$ cat src/rtl/aoi21_bist_pkg.sv
// Shared types and constants for the AOI21 self-test block.
package aoi21_bist_pkg;

    typedef enum logic [1:0] {
        IDLE    = 2'd0,
        SETTLE  = 2'd1,
        SAMPLE  = 2'd2,
        DONE_ST = 2'd3
    } state_t;

    localparam logic [15:0] DEFAULT_MISR_POLY = 16'h1021;

    // Bit i holds the golden Y = ~((A&B)|C) for vector {A,B,C} = i.
    localparam logic [7:0] EXP_TABLE = 8'b0001_0101;

    function automatic logic expected_y(input logic [2:0] vec);
        return EXP_TABLE[vec];
    endfunction

endpackage

$ cat src/rtl/bist_misr.sv
// Galois MISR that compresses one response bit per enabled cycle.
module bist_misr
    import aoi21_bist_pkg::*;
#(
    parameter int                MISR_W    = 16,
    parameter logic [MISR_W-1:0] MISR_POLY = MISR_W'(DEFAULT_MISR_POLY)
) (
    input  logic              CLK,
    input  logic              RST,
    input  logic              init,
    input  logic              en,
    input  logic              din,
    output logic [MISR_W-1:0] sig
);

    // Signature register: seed to all-ones, then shift with feedback and fold din into bit 0.
    always_ff @(posedge CLK) begin
        if (RST) begin
            sig <= '1;
        end else if (init) begin
            sig <= '1;
        end else if (en) begin
            sig <= {sig[MISR_W-2:0], 1'b0}
                 ^ (sig[MISR_W-1] ? MISR_POLY : {MISR_W{1'b0}})
                 ^ {{(MISR_W-1){1'b0}}, din};
        end else begin
            sig <= sig;
        end
    end

endmodule

$ cat src/rtl/aoi21_bist.sv
// Self-test driver/checker: sweeps all A/B/C vectors into an AOI21-type cell,
// counts mismatches against the golden function and compresses Y into a MISR.
module aoi21_bist
    import aoi21_bist_pkg::*;
#(
    parameter int                NUM_PASSES    = 4,
    parameter int                SETTLE_CYCLES = 2,
    parameter int                MISR_W        = 16,
    parameter logic [MISR_W-1:0] MISR_POLY     = MISR_W'(DEFAULT_MISR_POLY)
) (
    input  logic              CLK,
    input  logic              RST,
    input  logic              START,
    output logic              A_O,
    output logic              B_O,
    output logic              C_O,
    input  logic              Y_I,
    output logic              BUSY,
    output logic              DONE,
    output logic              PASS,
    output logic [7:0]        ERR_CNT,
    output logic [2:0]        FAIL_VEC,
    output logic [MISR_W-1:0] SIGNATURE
);

    localparam int             CNT_W         = (SETTLE_CYCLES > 1) ? $clog2(SETTLE_CYCLES) : 1;
    localparam logic [CNT_W-1:0] SETTLE_RELOAD = CNT_W'(SETTLE_CYCLES - 1);
    localparam logic [7:0]     LAST_PASS     = 8'(NUM_PASSES - 1);

    state_t           r_state;
    logic [2:0]       r_vec;
    logic [7:0]       r_pass;
    logic [CNT_W-1:0] r_settle_cnt;
    logic             r_first_fail_seen;

    logic             w_mismatch;
    logic [7:0]       w_err_next;
    logic             w_last;
    logic             w_start_ok;

    assign w_last     = (r_vec == 3'd7) && (r_pass == LAST_PASS);
    assign w_start_ok = START && ((r_state == IDLE) || (r_state == DONE_ST));

    // Mismatch detect; an unknown Y falls into the else branch and counts as a miss.
    always_comb begin
        w_mismatch = 1'b1;
        if (Y_I == expected_y(r_vec)) begin
            w_mismatch = 1'b0;
        end else begin
            w_mismatch = 1'b1;
        end
    end

    // Saturating error count for the current sample.
    always_comb begin
        w_err_next = ERR_CNT;
        if (w_mismatch && (ERR_CNT != 8'hFF)) begin
            w_err_next = ERR_CNT + 8'd1;
        end else begin
            w_err_next = ERR_CNT;
        end
    end

    // Run sequencer: vector drive, settle timing, compare and status outputs.
    always_ff @(posedge CLK) begin
        if (RST) begin
            r_state           <= IDLE;
            r_vec             <= 3'd0;
            r_pass            <= 8'd0;
            r_settle_cnt      <= {CNT_W{1'b0}};
            r_first_fail_seen <= 1'b0;
            {A_O, B_O, C_O}   <= 3'd0;
            BUSY              <= 1'b0;
            DONE              <= 1'b0;
            PASS              <= 1'b0;
            ERR_CNT           <= 8'd0;
            FAIL_VEC          <= 3'd0;
        end else begin
            case (r_state)
                IDLE, DONE_ST: begin
                    if (START) begin
                        r_state           <= SETTLE;
                        r_vec             <= 3'd0;
                        r_pass            <= 8'd0;
                        r_settle_cnt      <= SETTLE_RELOAD;
                        r_first_fail_seen <= 1'b0;
                        {A_O, B_O, C_O}   <= 3'd0;
                        BUSY              <= 1'b1;
                        DONE              <= 1'b0;
                        PASS              <= 1'b0;
                        ERR_CNT           <= 8'd0;
                        FAIL_VEC          <= 3'd0;
                    end else begin
                        r_state <= r_state;
                    end
                end
                SETTLE: begin
                    if (r_settle_cnt == {CNT_W{1'b0}}) begin
                        r_state <= SAMPLE;
                    end else begin
                        r_settle_cnt <= r_settle_cnt - CNT_W'(1);
                    end
                end
                SAMPLE: begin
                    ERR_CNT <= w_err_next;
                    if (w_mismatch && !r_first_fail_seen) begin
                        FAIL_VEC          <= r_vec;
                        r_first_fail_seen <= 1'b1;
                    end else begin
                        r_first_fail_seen <= r_first_fail_seen;
                    end
                    if (w_last) begin
                        // Last vector stays on the CUT pins while DONE is held.
                        r_state <= DONE_ST;
                        BUSY    <= 1'b0;
                        DONE    <= 1'b1;
                        PASS    <= (w_err_next == 8'd0);
                    end else begin
                        r_state         <= SETTLE;
                        r_vec           <= r_vec + 3'd1;
                        {A_O, B_O, C_O} <= r_vec + 3'd1;
                        r_settle_cnt    <= SETTLE_RELOAD;
                        if (r_vec == 3'd7) begin
                            r_pass <= r_pass + 8'd1;
                        end else begin
                            r_pass <= r_pass;
                        end
                    end
                end
                default: begin
                    r_state <= IDLE;
                end
            endcase
        end
    end

    bist_misr #(
        .MISR_W    (MISR_W),
        .MISR_POLY (MISR_POLY)
    ) u_misr (
        .CLK  (CLK),
        .RST  (RST),
        .init (w_start_ok),
        .en   (r_state == SAMPLE),
        .din  (Y_I),
        .sig  (SIGNATURE)
    );

endmodule

$ cat config.mk
export PLATFORM = sky130hd
export DESIGN_NAME = aoi21_bist
export DESIGN_NICKNAME = d
export VERILOG_FILES = /design/src/rtl/aoi21_bist_pkg.sv /design/src/rtl/bist_misr.sv /design/src/rtl/aoi21_bist.sv
export SDC_FILE = /design/constraint.sdc
export NUM_CORES = 1
export LEC_CHECK = 0
export ABC_AREA = 1
export CAP_MARGIN = 20
export CORE_AREA = 5 5 68 70
export CTS_BUF_LIST = sky130_fd_sc_hd__clkbuf_8
export DETAILED_ROUTE_END_ITERATION = 8
export DIE_AREA = 0 0 73 75
export PLACE_DENSITY = 0.84
export SYNTH_ARGS = -nofsm -noshare
export SYNTH_HDL_FRONTEND = slang
export SYNTH_SLANG_ARGS = --single-unit
export TNS_END_PERCENT = 5
$ cat constraint.sdc
create_clock -name CLK -period 4.6 [get_ports CLK]
set_clock_uncertainty 0.15 [all_clocks]
set_input_delay 0.46 -clock CLK [delete_from_list [all_inputs] [get_ports CLK]]
set_output_delay 0.46 -clock CLK [all_outputs]
set_load 0.05 [all_outputs]
==> impl_results.md <==
* Routability Congestion at 0.844
* Clock tree buffer depth at 2
* Unrepaired setup endpoints after global routing: no
* Die X-Extent at 73 um
* Area delta synth->final at 21.9%
* H-tree depth at 2
* Setup TNS at 0 ns
* Flops & latches, synth at 46
* Via count at 2094
* Post-synthesis instance total at 319
* Top FF cell, synth: dfxtp_1
* Total Wirelength at 4890 um
* Area of the multi-input gates at 0.00114 sq mm
* CP endpoint kind: register
* Share of cells above drive strength 1 at 6.18%
* Post-route minimum period at 2.96 ns
* Mapped Area at 0.00221 sq mm
* Worst-path fanout max at 26
* Most frequent cells in the layout: nand2_1 (107), dfxtp_1 (46), nand3_1 (38)
* Fraction of registers with async set/reset at 0%
* Initial Utilization at 56.4%
* Max_cap viols at 0
* Slowest CP cell: clkinv_1
* # setup viols final at 0
* Setup CP Type: register to register
* Post-Synth XOR/XNOR Area at 1.19%
* CP Data Arrival Time at 3.03 ns
* IO Port Bufs at 36
* Vias per inst at 5.16
* Synth Area in Compound Gates at 10.1%
* Worst-path clk slew at 0.09 ns
* CTS tree: done
* Vias in the first global route at 2029
* Yosys warning count at 0
* Initial antenna violation count at 0
* Sw Ratio at 29.6%
* Comb pwr share at 14.9%
* Layout fillers at 345
* HPWL after DPL at 3580 um
* DRC violations left at 0
* GRT Total Usage at 20.0%
* Tcrit/Tclk final at 64.3%
* Crit start category: register
* Total grt overflow at 0
* Num rows at 23
* Final Hold Fails at 0
* Most common cell after layout, fill and taps aside: nand2_1
* First-pass GRT wire length at 8630 um
* Die Ht at 75 um
* Largest family of logic cells by synthesized area: simple AND/OR/NAND/NOR gates
* Multiplexer share of the synthesized area at 0%
* Final Non-Filler Cells at 406
* Crit path largest cell delay at 0.76 ns
* Adder-Cell Fraction of Synth Area at 3.40%
* DRT iter0 DRCs at 118
* Worst IR Drop VDD at 0.207 mV
* P_sw at 0.231 mW
* PD cells at 290 mW/mm^2
* Io pins at 37
* Simple-gate share of the synthesized area at 36.8%
* Tightest Pin Transition at 1.04 ns
* Power share of the clock group at 31.7%
* Leakage power at 1.19 nW
* Sink Count at 46
* Core Footprint at 0.00391 sq mm
* Pin count of the biggest net entering global routing at 27
* Outcome: finished, final reports clean
* Nets at 365
* CTS hold repair buffers at 0
* Sequential share of power at 53.4%
* Ant diodes at 0
* Achievable Freq at 338 MHz
* CP required at 4.67 ns
* Antenna-violating nets left at 0
* Routed len/inst at 12.0 um
* Max Slew Vio Count at 0
* Placed insts at 398
* Register area share after synthesis at 41.7%
* Setup bufs post-CTS at 0
* Int Pwr at 0.548 mW
* CP Cell Sequence: inv_1, ha_1, clkinv_1, nor2_1, nand3_1, a21oi_1
* Total CTS buffers at 5
* HP Class: register to register
* Number of flops mapped to enable cells by yosys at 0
* Post-Syn Nets at 329
* Insertion delay to the later sink of the worst-skew pair at 0.30 ns
* First-pass iteration count of the detailed router at 4
* Yosys cell types at 27
* Avg Synthesized Cell Area at 6.92 sq um
* Slew margin rel. at 30.6%
* Sequential cell area at 921 sq um
* Quantity of gates resized following cts at 0
* Root Driver: clkbuf_8
* DIE AREA at 0.00548 sq mm
[Yosys cell counts (all sizes together), types with 2 or more instances]
cell type / count / share of area, %
a21oi: 27 / 6.3
clkbuf: 6 / 1.0
dfxtp: 46 / 42
ha: 6 / 3.4
inv: 31 / 5.3
nand2: 111 / 20
nand3: 38 / 8.6
nand3b: 2 / 0.85
nand4: 6 / 1.7
nor2: 27 / 5.8
o21ai: 10 / 2.3
xor2: 2 / 0.79
[layer usage]
| layer | up-vias | track usage [%] | share of wire (%) | wire [um] |
|---|---|---|---|---|
| met1 | 939 | 24.1 | 47 | 2290 |
| met4 | 0 | 7.79 | 1.7 | 81 |
| met3 | 9 | 5.21 | 4.7 | 231 |
| li1 | 1104 | - | - | - |
| met2 | 42 | 34.2 | 47 | 2290 |
| met5 | - | 0 | 0 | 0 |
[worst max-delay path: cells and delay by family, from the launching register on]
kind                     cells  cell delay [ns]
buffers and inverters        2             0.82
AND/OR/NAND/NOR              2             0.82
adder cells (fa/ha/maj)      1             0.60
flip-flops                   1             0.33
AO/OA/AOI/OAI                1             0.14
[registers in the layout, indices dropped and copies added (netlist names), named ones only]
signal,flops
r_first_fail_seen,1
r_settle_cnt,1
A_O,1
B_O,1
r_state,2
u_misr.sig,16
DONE,1
r_pass,8
C_O,1
PASS,1
ERR_CNT,8
FAIL_VEC,3
BUSY,1
[power groups by stage]
stage	Sequential (mW)	Clock (mW)	Combinational (mW)
3_5_place_dp	0.425	0	0.115
2_1_floorplan	0.443	0	0.0652
4_1_cts	0.416	0.255	0.115
6_report	0.416	0.247	0.116
3_3_place_gp	0.425	0	0.113
5_1_grt	0.418	0.271	0.128
[per-stage QoR]
stage	setup WS, ns	hold slack (ns)	cell area, sq um	util (%)	power [mW]
after global routing	1.35	0.345	2690	68.7	0.817
after floorplan	2.53	0.301	2210	-	0.508
after global placement	1.75	0.288	2600	66.4	0.538
after detailed placement	1.67	0.307	2600	66.4	0.540
after CTS	1.65	0.317	2690	68.7	0.786
final	1.64	0.316	2690	68.7	0.779
[final cells by class]
type / instances / area share [%]
inverters: 32 / 4.47
well taps: 50 / 2.33
clock inverters: 3 / 0.791
flip-flops and latches: 46 / 34.2
multi-input cells: 234 / 42.2
repair buffers: 36 / 13.4
clock buffers: 5 / 2.56
[cell families (layout without fill, tap and decap cells)]
group / after synthesis / in the layout
buffers and inverters: 39 / 76
adder cells (fa/ha/maj): 6 / 6
XOR/XNOR: 3 / 3
flip-flops: 46 / 46
AO/OA/AOI/OAI: 41 / 41
AND/OR/NAND/NOR: 184 / 184
[final timing paths]
path,from,slack [ns],cells after the start,to
max,r_state[0],1.64,6,ERR_CNT[4]
min,BUSY,0.32,2,BUSY
max reg2reg,r_state[0],1.64,6,ERR_CNT[4]
min reg2reg,BUSY,0.32,2,BUSY
Note: power is estimated with default switching activity, not from simulation.
